File: src/rtl/sfifo_pkg.sv
// Shared definitions for the 32-bit synchronous FIFO and its drain stages.
package sfifo_pkg;

  localparam int unsigned FifoDataW = 32;
  localparam int unsigned FifoByteW = 8;

  typedef enum logic [1:0] {
    StIdle = 2'd0,
    StWait = 2'd1,
    StSend = 2'd2
  } ser_state_e;

  function automatic int unsigned beats_per_word(input int unsigned data_w,
                                                 input int unsigned byte_w);
    return data_w / byte_w;
  endfunction

endpackage

File: src/rtl/word_byte_shifter.sv
// Holds one FIFO word and presents it a byte at a time; the byte index only moves on advance.
module word_byte_shifter import sfifo_pkg::*; #(
  parameter int unsigned DATA_W    = FifoDataW,
  parameter int unsigned BYTE_W    = FifoByteW,
  parameter bit          MSB_FIRST = 1'b1
) (
  input  logic              clk,
  input  logic              rst,
  input  logic              load,
  input  logic              advance,
  input  logic [DATA_W-1:0] word,
  output logic [BYTE_W-1:0] cur_byte,
  output logic              last
);

  localparam int unsigned Beats = beats_per_word(DATA_W, BYTE_W);
  localparam int unsigned IdxW  = (Beats > 1) ? $clog2(Beats) : 1;

  logic [DATA_W-1:0] word_q;
  logic [IdxW-1:0]   idx_q;
  logic [IdxW-1:0]   sel;

  always_ff @(posedge clk) begin
    if (rst) begin
      word_q <= '0;
      idx_q  <= '0;
    end else if (load) begin
      word_q <= word;
      idx_q  <= '0;
    end else if (advance) begin
      idx_q <= last ? '0 : idx_q + IdxW'(1);
    end
  end

  always_comb begin
    // Byte lane in the word, counted from the least significant end.
    sel      = MSB_FIRST ? (IdxW'(Beats - 1) - idx_q) : idx_q;
    cur_byte = word_q[sel * BYTE_W +: BYTE_W];
    last     = (idx_q == IdxW'(Beats - 1));
  end

endmodule

File: src/rtl/sfifo_byte_serializer.sv
// Drains FIFO words and emits them as a valid/ready byte stream; pops only when a word can go out.
module sfifo_byte_serializer import sfifo_pkg::*; #(
  parameter int unsigned DATA_W    = FifoDataW,
  parameter int unsigned BYTE_W    = FifoByteW,
  parameter bit          MSB_FIRST = 1'b1,
  parameter int unsigned CNT_W     = 16
) (
  input  logic              clk,
  input  logic              rst,
  input  logic              i_fifo_empty,
  output logic              o_fifo_rd,
  input  logic [DATA_W-1:0] i_fifo_data,
  output logic [BYTE_W-1:0] o_byte,
  output logic              o_byte_vld,
  input  logic              i_byte_rdy,
  output logic              o_last_byte,
  output logic              o_busy,
  output logic [CNT_W-1:0]  o_word_cnt
);

  ser_state_e       state_q;
  logic [CNT_W-1:0] word_cnt_q;
  logic             load;
  logic             advance;
  logic             shift_last;
  logic             last_accept;

  word_byte_shifter #(
    .DATA_W   (DATA_W),
    .BYTE_W   (BYTE_W),
    .MSB_FIRST(MSB_FIRST)
  ) u_shifter (
    .clk     (clk),
    .rst     (rst),
    .load    (load),
    .advance (advance),
    .word    (i_fifo_data),
    .cur_byte(o_byte),
    .last    (shift_last)
  );

  always_comb begin
    load        = (state_q == StWait);
    advance     = (state_q == StSend) && i_byte_rdy;
    last_accept = advance && shift_last;
    o_fifo_rd   = 1'b0;
    unique case (state_q)
      StIdle:  o_fifo_rd = !i_fifo_empty;
      // Refill in the same cycle the last byte leaves, so only WAIT separates words.
      StSend:  o_fifo_rd = last_accept && !i_fifo_empty;
      default: o_fifo_rd = 1'b0;
    endcase
    if (rst) begin
      o_fifo_rd = 1'b0;
    end
  end

  always_ff @(posedge clk) begin
    if (rst) begin
      state_q    <= StIdle;
      word_cnt_q <= '0;
    end else begin
      unique case (state_q)
        StIdle: begin
          if (!i_fifo_empty) begin
            state_q <= StWait;
          end
        end
        StWait: begin
          state_q <= StSend;
        end
        StSend: begin
          if (last_accept) begin
            word_cnt_q <= word_cnt_q + CNT_W'(1);
            state_q    <= i_fifo_empty ? StIdle : StWait;
          end
        end
        default: begin
          state_q <= StIdle;
        end
      endcase
    end
  end

  assign o_byte_vld  = (state_q == StSend);
  assign o_last_byte = (state_q == StSend) && shift_last;
  assign o_busy      = (state_q != StIdle);
  assign o_word_cnt  = word_cnt_q;

endmodule

File: config.mk
export PLATFORM = sky130hd
export DESIGN_NAME = sfifo_byte_serializer
export DESIGN_NICKNAME = d
export VERILOG_FILES = /design/src/rtl/sfifo_pkg.sv /design/src/rtl/word_byte_shifter.sv /design/src/rtl/sfifo_byte_serializer.sv
export SDC_FILE = /design/constraint.sdc
export NUM_CORES = 1
export LEC_CHECK = 0
export CELL_PAD_IN_SITES_DETAIL_PLACEMENT = 1
export CELL_PAD_IN_SITES_GLOBAL_PLACEMENT = 1
export CORE_MARGIN = 5
export CORE_UTILIZATION = 34
export DETAILED_ROUTE_END_ITERATION = 8
export PLACE_DENSITY_LB_ADDON = 0.1
export SETUP_SLACK_MARGIN = 0.1
export SYNTH_ARGS = -nofsm -noshare
export SYNTH_HDL_FRONTEND = slang
export SYNTH_SLANG_ARGS = --single-unit
File: constraint.sdc
create_clock -name clk -period 2.3 [get_ports clk]
set_clock_uncertainty 0.1 [all_clocks]
set_input_delay 0.345 -clock clk [delete_from_list [all_inputs] [get_ports clk]]
set_output_delay 0.345 -clock clk [all_outputs]
set_load 0.01 [all_outputs]
After elaboration in Yosys (flattened, before gate mapping)
Index checks and enable logic that the tools add are counted.
- bits in registers: 52
- input port bits: 36
- output and inout port bits: 28
- add/sub/neg operators: 3
- equal/unequal tests: 5
- shifts and indexed selects: 1
- muxes and demuxes: 7
- reduce and logical (&&, ||, !) cells: 10
- operator list (kind ; count):
    32-bit by 6-bit variable part select with 8-bit output ; 1
    16-bit by 1-bit adder with 16-bit output, second input constant ; 1
    2-bit 2-to-1 mux ; 3
    2-bit case mux with 3 select lines ; 1
    2-bit == test, second input constant ; 2
    1-bit logical AND ; 4
    2-bit AND reduction ; 2
    2-bit by 1-bit adder with 2-bit output, second input constant ; 1
    2-bit by 1-bit == test with 1-bit output, second input constant ; 1
    2-bit zero test ; 1
    1-bit 2-to-1 mux ; 2
    2-bit by 1-bit != test with 1-bit output, second input constant ; 1
    2-bit != test, second input constant ; 1
    1-bit case mux with 2 select lines ; 1
    2-bit nonzero test ; 1
    2-bit OR reduction ; 1
    2-bit subtractor, first input constant ; 1
    1-bit zero test ; 1

Logic depth before layout (Yosys ltp)
- word-level depth: 6
- mapped depth: 6
- gate-level depth less buffers: 5

Cells and area by module
From an unflattened synthesis, not the netlist that was laid out.
- cells, all modules: 222
- area total of the unflattened synthesis: 2323.5 um2
- by module, submodules not included (module ; times used ; cells each ; area an instance (um2) ; seq. area each (um2)):
    word_byte_shifter ; 1 ; 122 ; 1453.9 ; 680.7
    sfifo_byte_serializer ; 1 ; 100 ; 869.6 ; 360.3

Worst setup path before layout
No wires, ideal clock.
- kind: reg-to-output
- start: register u_shifter.idx_q[0]
- end: output o_fifo_rd
- arrival time: 1598 ps
- data required time: 1855 ps
- path slack: 257 ps
- cell stages (with the launch flop): 5
- path buffers: 1
- cell sequence: dfxtp_1 > ha_1 > nand4b_1 > buf_2 > a2111oi_0
- longest elaborated chain between the ends: 5
- ends and longest elaborated chain (what ; RTL line ; text):
    start: declaration ; word_byte_shifter.sv:20 ; logic [IdxW-1:0] idx_q;
    start signal: assignment ; word_byte_shifter.sv:31 ; idx_q <= last ? '0 : idx_q + IdxW'(1);
    2-bit == test ; word_byte_shifter.sv:39 ; last = (idx_q == IdxW'(Beats - 1));
    1-bit logical AND ; sfifo_byte_serializer.sv:45 ; last_accept = advance && shift_last;
    1-bit logical AND ; sfifo_byte_serializer.sv:50 ; StSend: o_fifo_rd = last_accept && !i_fifo_empty;
    1-bit case mux with 2 select lines ; sfifo_byte_serializer.sv:47 ; unique case (state_q)
    1-bit 2-to-1 mux ; sfifo_byte_serializer.sv:53 ; if (rst) begin
    end: declaration ; sfifo_byte_serializer.sv:11 ; output logic o_fifo_rd,
No other way between the ends.

Worst setup path in the final report
- start: register u_shifter.idx_q[1]
- end: output o_byte[5]
- longest elaborated chain between the ends: 2
- ends and longest elaborated chain (what ; RTL line ; text):
    2-bit subtractor ; word_byte_shifter.sv:37 ; sel = MSB_FIRST ? (IdxW'(Beats - 1) - idx_q) : idx_q;
    32-bit by 6-bit variable part select with 8-bit output ; word_byte_shifter.sv:38 ; cur_byte = word_q[sel * BYTE_W +: BYTE_W];
    end: declaration ; sfifo_byte_serializer.sv:13 ; output logic [BYTE_W-1:0] o_byte,
No other way between the ends.

==> summary.md <==
| Metric | Value |
|---|---|
| Hold Path Class | reg2reg |
| Post-synthesis cell area | 2230 µm² |
| Number of flops mapped to enable cells by yosys | 0 |
| Number of global-route vias before repair | roughly 2200 |
| Commonest non-fill, non-tap cell in the layout | nand2_1 |
| Xor-xnor portion of the synthesized cell area | ~3.5% |
| Pins Over Slew Limit | 0 |
| Run status | finished clean |
| Vias per Instance | around 5.0 |
| Leakage power figure | approximately 1.2 nW |
| GRT Residual Overflow | 0 |
| Switching power | ~0.00040 W |
| Number of unique standard cell types used by synthesis | 31 |
| Category of the worst setup path capture point | output port |
| Unrepaired setup endpoints after global routing | yes |
| Worst setup margin | 0.193 ns |
| Arrival time at the worst endpoint | roughly 1.7 ns |
| Clock group share of total power | roughly two fifths |
| Layer with the highest usage after global routing | met2 |
| Maximum achievable frequency | 0.475 GHz |
| Fraction of registers with async set/reset | 0% |
| Global routing usage summed across all routing layers | between 10 and 15% |
| Port Buffer Count | 63 |
| Sequential fraction of design power | between 50% and 60% |
| Vias | slightly above 2000 |
| Clock insertion delay at the later pin of the skew report | roughly 0.30 ns |
| Post-synthesis adder-cell area fraction | under 10% |
| Yosys synthesis warning count | 0 |
| Kind of launch point of the worst setup path | register |
| DR DRC count | 0 |
| Max capacitance violation total | 0 |
| Final wirelength | slightly below 6 mm |
| Per-cell routed wire length | 14.5 µm |
| Post-Synth Simple-Gate Area | about 25% |
| Area overhead of the layout relative to synthesis | 41.7% |
| Proportion of netlist area held by the largest area contributor | 46.6% |
| Hold bufs inserted after CTS | 0 |
| Top post-synthesis cells by area | dfxtp_1, nand2_1, a21oi_1, mux4_2, xnor2_1 |
| Fraction of power consumed by combinational cells | a little under an eighth |
| CTS Buffer Depth | 2 |
| Endpoint required time on the critical path | about 1.9 ns |
| Compound-Gate Fraction of Synth Area | between 10 and 15% |
| CTS Buf Count | 5 |
| Die Footprint | approximately 8300 µm² |
| Final critical delay including setup and external delays | about 2.1 ns |
| Initial antenna violation count | 0 |
| Die width | about 90 µm |
| Final antenna-violating net count | 0 |
| Worst vdd rail ir drop | around 0.00033 V |
| PwrDens | 594 nW/µm² |
| Fill count | around 760 |
| Clk slew on worst S/H paths | 0.09 ns |
| Total inserted antenna cells | 0 |
| Top fanout value on the critical path | 4 |
| Worst Tran Pin Value | 0.560 ns |
| Number of nets in the layout | 369 |
| Most frequent cells in the layout | nand2_1, clkdlybuf4s50_1, dfxtp_1 |
| First-pass iteration count of the detailed router | 4 |
| GP Congestion | ~0.71 |
| GR Util met2 | roughly 25% |
| Kind of cell adding the most delay to the critical path | buffers and inverters |
| Initial standard-cell utilization of the core | approximately a third |
| Hold slack final | between 0.3 and 0.4 ns |
| Final core utilization | roughly 50% |
| Cell count after synthesis | ~260 |
| Prevailing post-synth register cell | dfxtp_1 |
| Crit path buffers/inverters | 4 |
| Category of the critical setup timing path | reg2out |
| Sequential cell area fraction in the yosys report | a little under half |
| Dpl ws | -0.133 ns |
| Row count | 29 |
| Cell-internal power | approximately 0.0015 W |
| Maximum level of the CTS H-tree | 2 |
| Final setup violating endpoints | 0 |
| Initial DRC Count | 51 |
| HPWL Detailed | between 4 and 5 mm |
| Fraction of power spent switching nets | 21.5% |
| Pin count of the biggest net entering global routing | 53 |
| Number of ports placed on the die boundary | 64 |
| Cell chain of the critical path | buf_6 > buf_4 > buf_4 > mux4_2 > dlygate4sd2_1 |
| Number of storage elements in the synthesis netlist | 52 |
| Mapped Avg Cell Area | about 8.6 µm² |
| Vertical die dimension | roughly 91 µm |
| Wire length of the first global-routing pass | about 10 mm |
| Fraction of synthesized area in multiplexers | 8.52% |
| Largest family of logic cells by synthesized area | simple AND/OR/NAND/NOR gates |
| Most frequent CP cell | buf_4 |
| TritonCTS clock tree | done |
| Met1 demand-to-capacity share in global routing | between 15 and 20% |
| Net count after synthesis | 299 |
| Cell accounting for the most synthesized area | dfxtp_1 |
| Max-Slew Margin vs Limit | between 60 and 70% |
| Placeable core region | around 6400 µm² |
| Crit path largest cell delay | 0.34 ns |
| Period utilisation layout | 91.6% |
| Layout cells sized above 1 | around an eighth |
| Num Clock Sinks | 52 |
| Clock tree root buffer cell | clkbuf_8 |
| Critical-path top delay cell | dfxtp_2 |
| Met3 track utilization from global routing | under 10% |
| Final Hold Vio Count | 0 |
## timing repair
item | 4_1_cts | 5_1_grt
buffers inserted | 5 | 0
hold endpoints to repair | 0 | 0
gates resized for setup | 11 | 7
setup endpoints to repair | 9 | 5
## metal layers
metal	part of all wire (%)	vias to the layer above
li1	-	1032
met5	0	-
met3	5.2	7
met2	47	38
met1	47	976
met4	0.86	0
## cells by family (layout without fill, tap and decap cells)
logic type / Yosys count / in the layout
and+or+nand+nor: 116 / 116
DFF: 52 / 52
AOI/OAI and AO/OA: 52 / 52
buffers and inverters: 21 / 91
adders and majority gates: 2 / 2
muxes: 9 / 9
xor gates and xnor gates: 9 / 9
## flip-flops by register name, indices dropped and copies added (netlist names)
register / cells
o_word_cnt: 16
u_shifter.idx_q: 2
u_shifter.word_q: 32
state_q: 2
## per-stage QoR
step	cell area, µm²	std cells	power, W	TNS [ns]
final	3160	408	0.00188	0
after global routing	3160	408	0.00197	0
after CTS	3150	408	0.00191	0
after detailed placement	2990	396	0.00119	-0.133
after global placement	2990	396	0.00118	-0.102
after floorplan	2230	261	0.00106	0
## Yosys cell counts (3+ instances only)
cell type	instances
inv_1	3
or3_1	6
o21ai_0	7
nand3_1	7
dfxtp_1	52
a21oi_1	42
nand2_1	70
nor3_1	3
nor2_1	12
nor4_1	3
xnor2_1	8
mux4_2	8
clkbuf_1	15
## final timing paths
check / end / cells past startpoint / slack, ns / from
max: o_byte[5] / 5 / 0.19 / u_shifter.idx_q[1]
min: u_shifter.word_q[14] / 2 / 0.36 / u_shifter.word_q[14]
max reg2reg: o_word_cnt[15] / 6 / 0.32 / u_shifter.idx_q[0]
min reg2reg: u_shifter.word_q[14] / 2 / 0.36 / u_shifter.word_q[14]
## power by group through the flow
stage	sequential, W	combinational, W	clock, W
6_report	0.000946	0.000217	0.000718
5_1_grt	0.000950	0.000241	0.000781
4_1_cts	0.000946	0.000219	0.000741
3_5_place_dp	0.000967	0.000221	0
3_3_place_gp	0.000965	0.000219	0
2_1_floorplan	0.000964	0.000101	0
## worst min-delay path, delay by kind of cell (launching register included)
family,cells,cell delay (ns)
AO/OA/AOI/OAI,1,0.05
flip-flops,1,0.32
AND/OR/NAND/NOR,1,0.05
## final cells by class
cell class	instances	area [µm²]	share of cell area, %
clock buffers	5	68.8	2.17
flip-flops and latches	52	1040	32.9
repair buffers	81	762	24.1
well taps	77	96.3	3.04
multi-input cells	188	1120	35.5
inverters	3	11.3	0.356
clock inverters	2	60.1	1.90
(Power assumes the default switching activity.)
==> variant: new RTL, config.mk and constraints unchanged <==
`FifoByteW`: 8 -> 32.
--- a/src/rtl/sfifo_pkg.sv
+++ b/src/rtl/sfifo_pkg.sv
@@ -2,7 +2,7 @@
 package sfifo_pkg;
 
   localparam int unsigned FifoDataW = 32;
-  localparam int unsigned FifoByteW = 8;
+  localparam int unsigned FifoByteW = 32;
 
   typedef enum logic [1:0] {
     StIdle = 2'd0,
Interface: changed (resized o_byte); port bits go from 64 to 88. The function was not compared with the original's and may differ.
==> variant against the original RTL <==
  * Synthesized area decreased by 13%
  * Sequential power decreased by 3.6%
  * Sequential cell count shrank 2
  * Setup slack gained 8.9 ps
  * Largest cell class is now sequential cells
  * Wire length is 5.5% lower
  * Combinational power is 4% higher
  * Highest routed layer unchanged
  * Critical path depth is 3 lower
  * Design area decreased by 7.5%
  * Total power shrank 11%
  * Global-route usage up 0.59 points
==> variant: results (changes against the original RTL) <==
[critical_path]
crit_slowest_cell=clkdlybuf4s50_1  ; was dfxtp_2
max_stage_delay_ps=590  ; was 340 ps
reg2reg_setup_slack_ps=450  ; was 320 ps
worstPathArrival_ps=1650
path_max_fanout=8  ; was 4

[synth]
ys_types=30  ; was 31
async_reset_ff_share_pct=0  ; unchanged
yosys-top-cells-count=nand2_1 (67), dfxtp_1 (50), a21oi_1 (39)  ; was nand2_1 (70), dfxtp_1 (52), a21oi_1 (42)
yosysWarnings=0  ; unchanged
ys_seq_area_share_pct=51.7  ; was 46.6%
syn_area_um2=1930  ; was 2230 um^2
synth.top_cells.by_area=dfxtp_1 (52%), nand2_1 (13%), a21oi_1 (10%), xor2_1 (4.1%), clkbuf_1 (2.3%)  ; was dfxtp_1 (47%), nand2_1 (12%), a21oi_1 (9.4%), mux4_2 (8.1%), xnor2_1 (3.1%)
syn_nets=269  ; was 299
synthCells=232  ; was 261

[run_status]
status=finished, final reports clean  ; unchanged

[drt]
dr.pass1.iters=4  ; unchanged
drt_iter0_markers=50  ; was 51
postRouteWirelength_um=5570  ; was 5900 um
wire_per_inst_um=14.4  ; was 14.5 um
vias_per_cell=4.86  ; was 5.03

[global_route]
antenna_found_initial=0  ; unchanged
grt_pass1_vias=1880  ; was 2166
grt_pass1_wl_um=8960  ; was 10100 um
grt_max_degree=51  ; was 53
grt.total_usage_pct=15.2  ; was 14.6%

[worst_hold_path]
hold_class=flip-flop to flip-flop  ; unchanged

[cts]
clk_latency_ps=300  ; about the same
root_buffer=clkbuf_8  ; unchanged
cts.clk_slew.worst_paths_ps=90  ; about the same
cts_buffers=5  ; unchanged
postCtsSetupBuffers=0  ; was 5
clockBufferDepth=2  ; unchanged
htreeDepth=2  ; unchanged

[final_layout]
largest_reg_flops=32  ; unchanged
nets=350  ; was 369
diodes=0  ; unchanged
drive_gt1_share_pct=5.10  ; was 12.7%
final.fill_count=656  ; was 759

[placed_design]
hpwlAfterDp_um=4060  ; was 4020 um
post-place-cells=378  ; was 396
place.gp.congestion=0.742  ; was 0.708
io_buffers=87  ; was 63

[pwr]
peakVddDrop_uv=258  ; was 334 uV
cellLeakagePower_nw=1.02  ; was 1.18 nW

[sta]
worst_pin_slew_ps=1100  ; was 560 ps

[variant: changes by cell type after synthesis, sizes merged, moves of 4 or more]
cell	delta
o21ai	-5
xnor2	-7
nand4	+4
xor2	+8
or3	-6
mux4	-8
[variant: final timing paths]
check                             from                   end  cells after the start
hold reg to reg   u_shifter.word_q[20]  u_shifter.word_q[20]                      2
setup reg to reg         o_word_cnt[2]        o_word_cnt[15]                      4
hold / removal    u_shifter.word_q[20]  u_shifter.word_q[20]                      2
setup / recovery            state_q[1]            o_byte_vld                      2
[variant: repair_timing]
| action | CTS | global route |
|---|---|---|
| endpoints found under the setup margin | 1 | 1 |
| hold buffers | 0 | 0 |
| resized for setup | 1 | 1 |
[variant: per-layer routing]
metal  vias to the layer above  part of all wire, %  GRT usage (%)
met2                        50                   49           26.1
met4                         0                 0.83           4.32
met3                         5                  8.1           5.53
met5                         -                    0              0
met1                       889                   42           17.7
li1                        933                    -              -
[variant: cells by family (layout without fill, tap and decap cells)]
| logic type | count (synthesis) | in the layout | synth area share [%] |
|---|---|---|---|
| flip-flops | 50 | 50 | 51.7 |
| AO/OA/AOI/OAI | 46 | 46 | 12.7 |
| AND/OR/NAND/NOR | 107 | 107 | 25.9 |
| adder cells (fa/ha/maj) | 1 | 1 | 0.647 |
| buffers and inverters | 18 | 100 | 4.53 |
| XOR/XNOR | 10 | 10 | 4.53 |
[variant: final cells by class]
type	count	area (um^2)	area share [%]
Inverter	1	3.75	0.128
Multi-Input combinational cell	164	847	28.9
Clock buffer	7	86.3	2.95
Tap cell	72	90.1	3.08
Sequential cell	50	1000	34.2
Timing Repair Buffer	91	895	30.6
Clock inverter	1	5.00	0.171
[variant: power by group]
part / switching (mW) / total (mW) / leakage, nW / internal (mW)
clock network: 0.285 / 0.528 / 0.0482 / 0.243
logic: 0.0978 / 0.225 / 0.567 / 0.127
registers: 0.0176 / 0.912 / 0.406 / 0.895
total: 0.400 / 1.67 / 1.02 / 1.27
[variant: stage by stage]
stage	hold WS, ps	cell area (um^2)	util, %	power (mW)	setup WS, ps
floorplan	328	1930	-	1.02	648
global placement	341	2840	51.5	1.16	-122
detailed placement	347	2840	51.5	1.16	-98.9
CTS	361	2930	53.1	1.69	183
global route	385	2930	53.2	1.76	111
finish	357	2930	53.2	1.67	202
[variant: critical path, delay by kind of cell, from the launching register on]
| family | cells | cell delay (ps) |
|---|---|---|
| buffers and inverters | 1 | 590 |
| and+or+nand+nor | 1 | 290 |
| DFF | 1 | 480 |
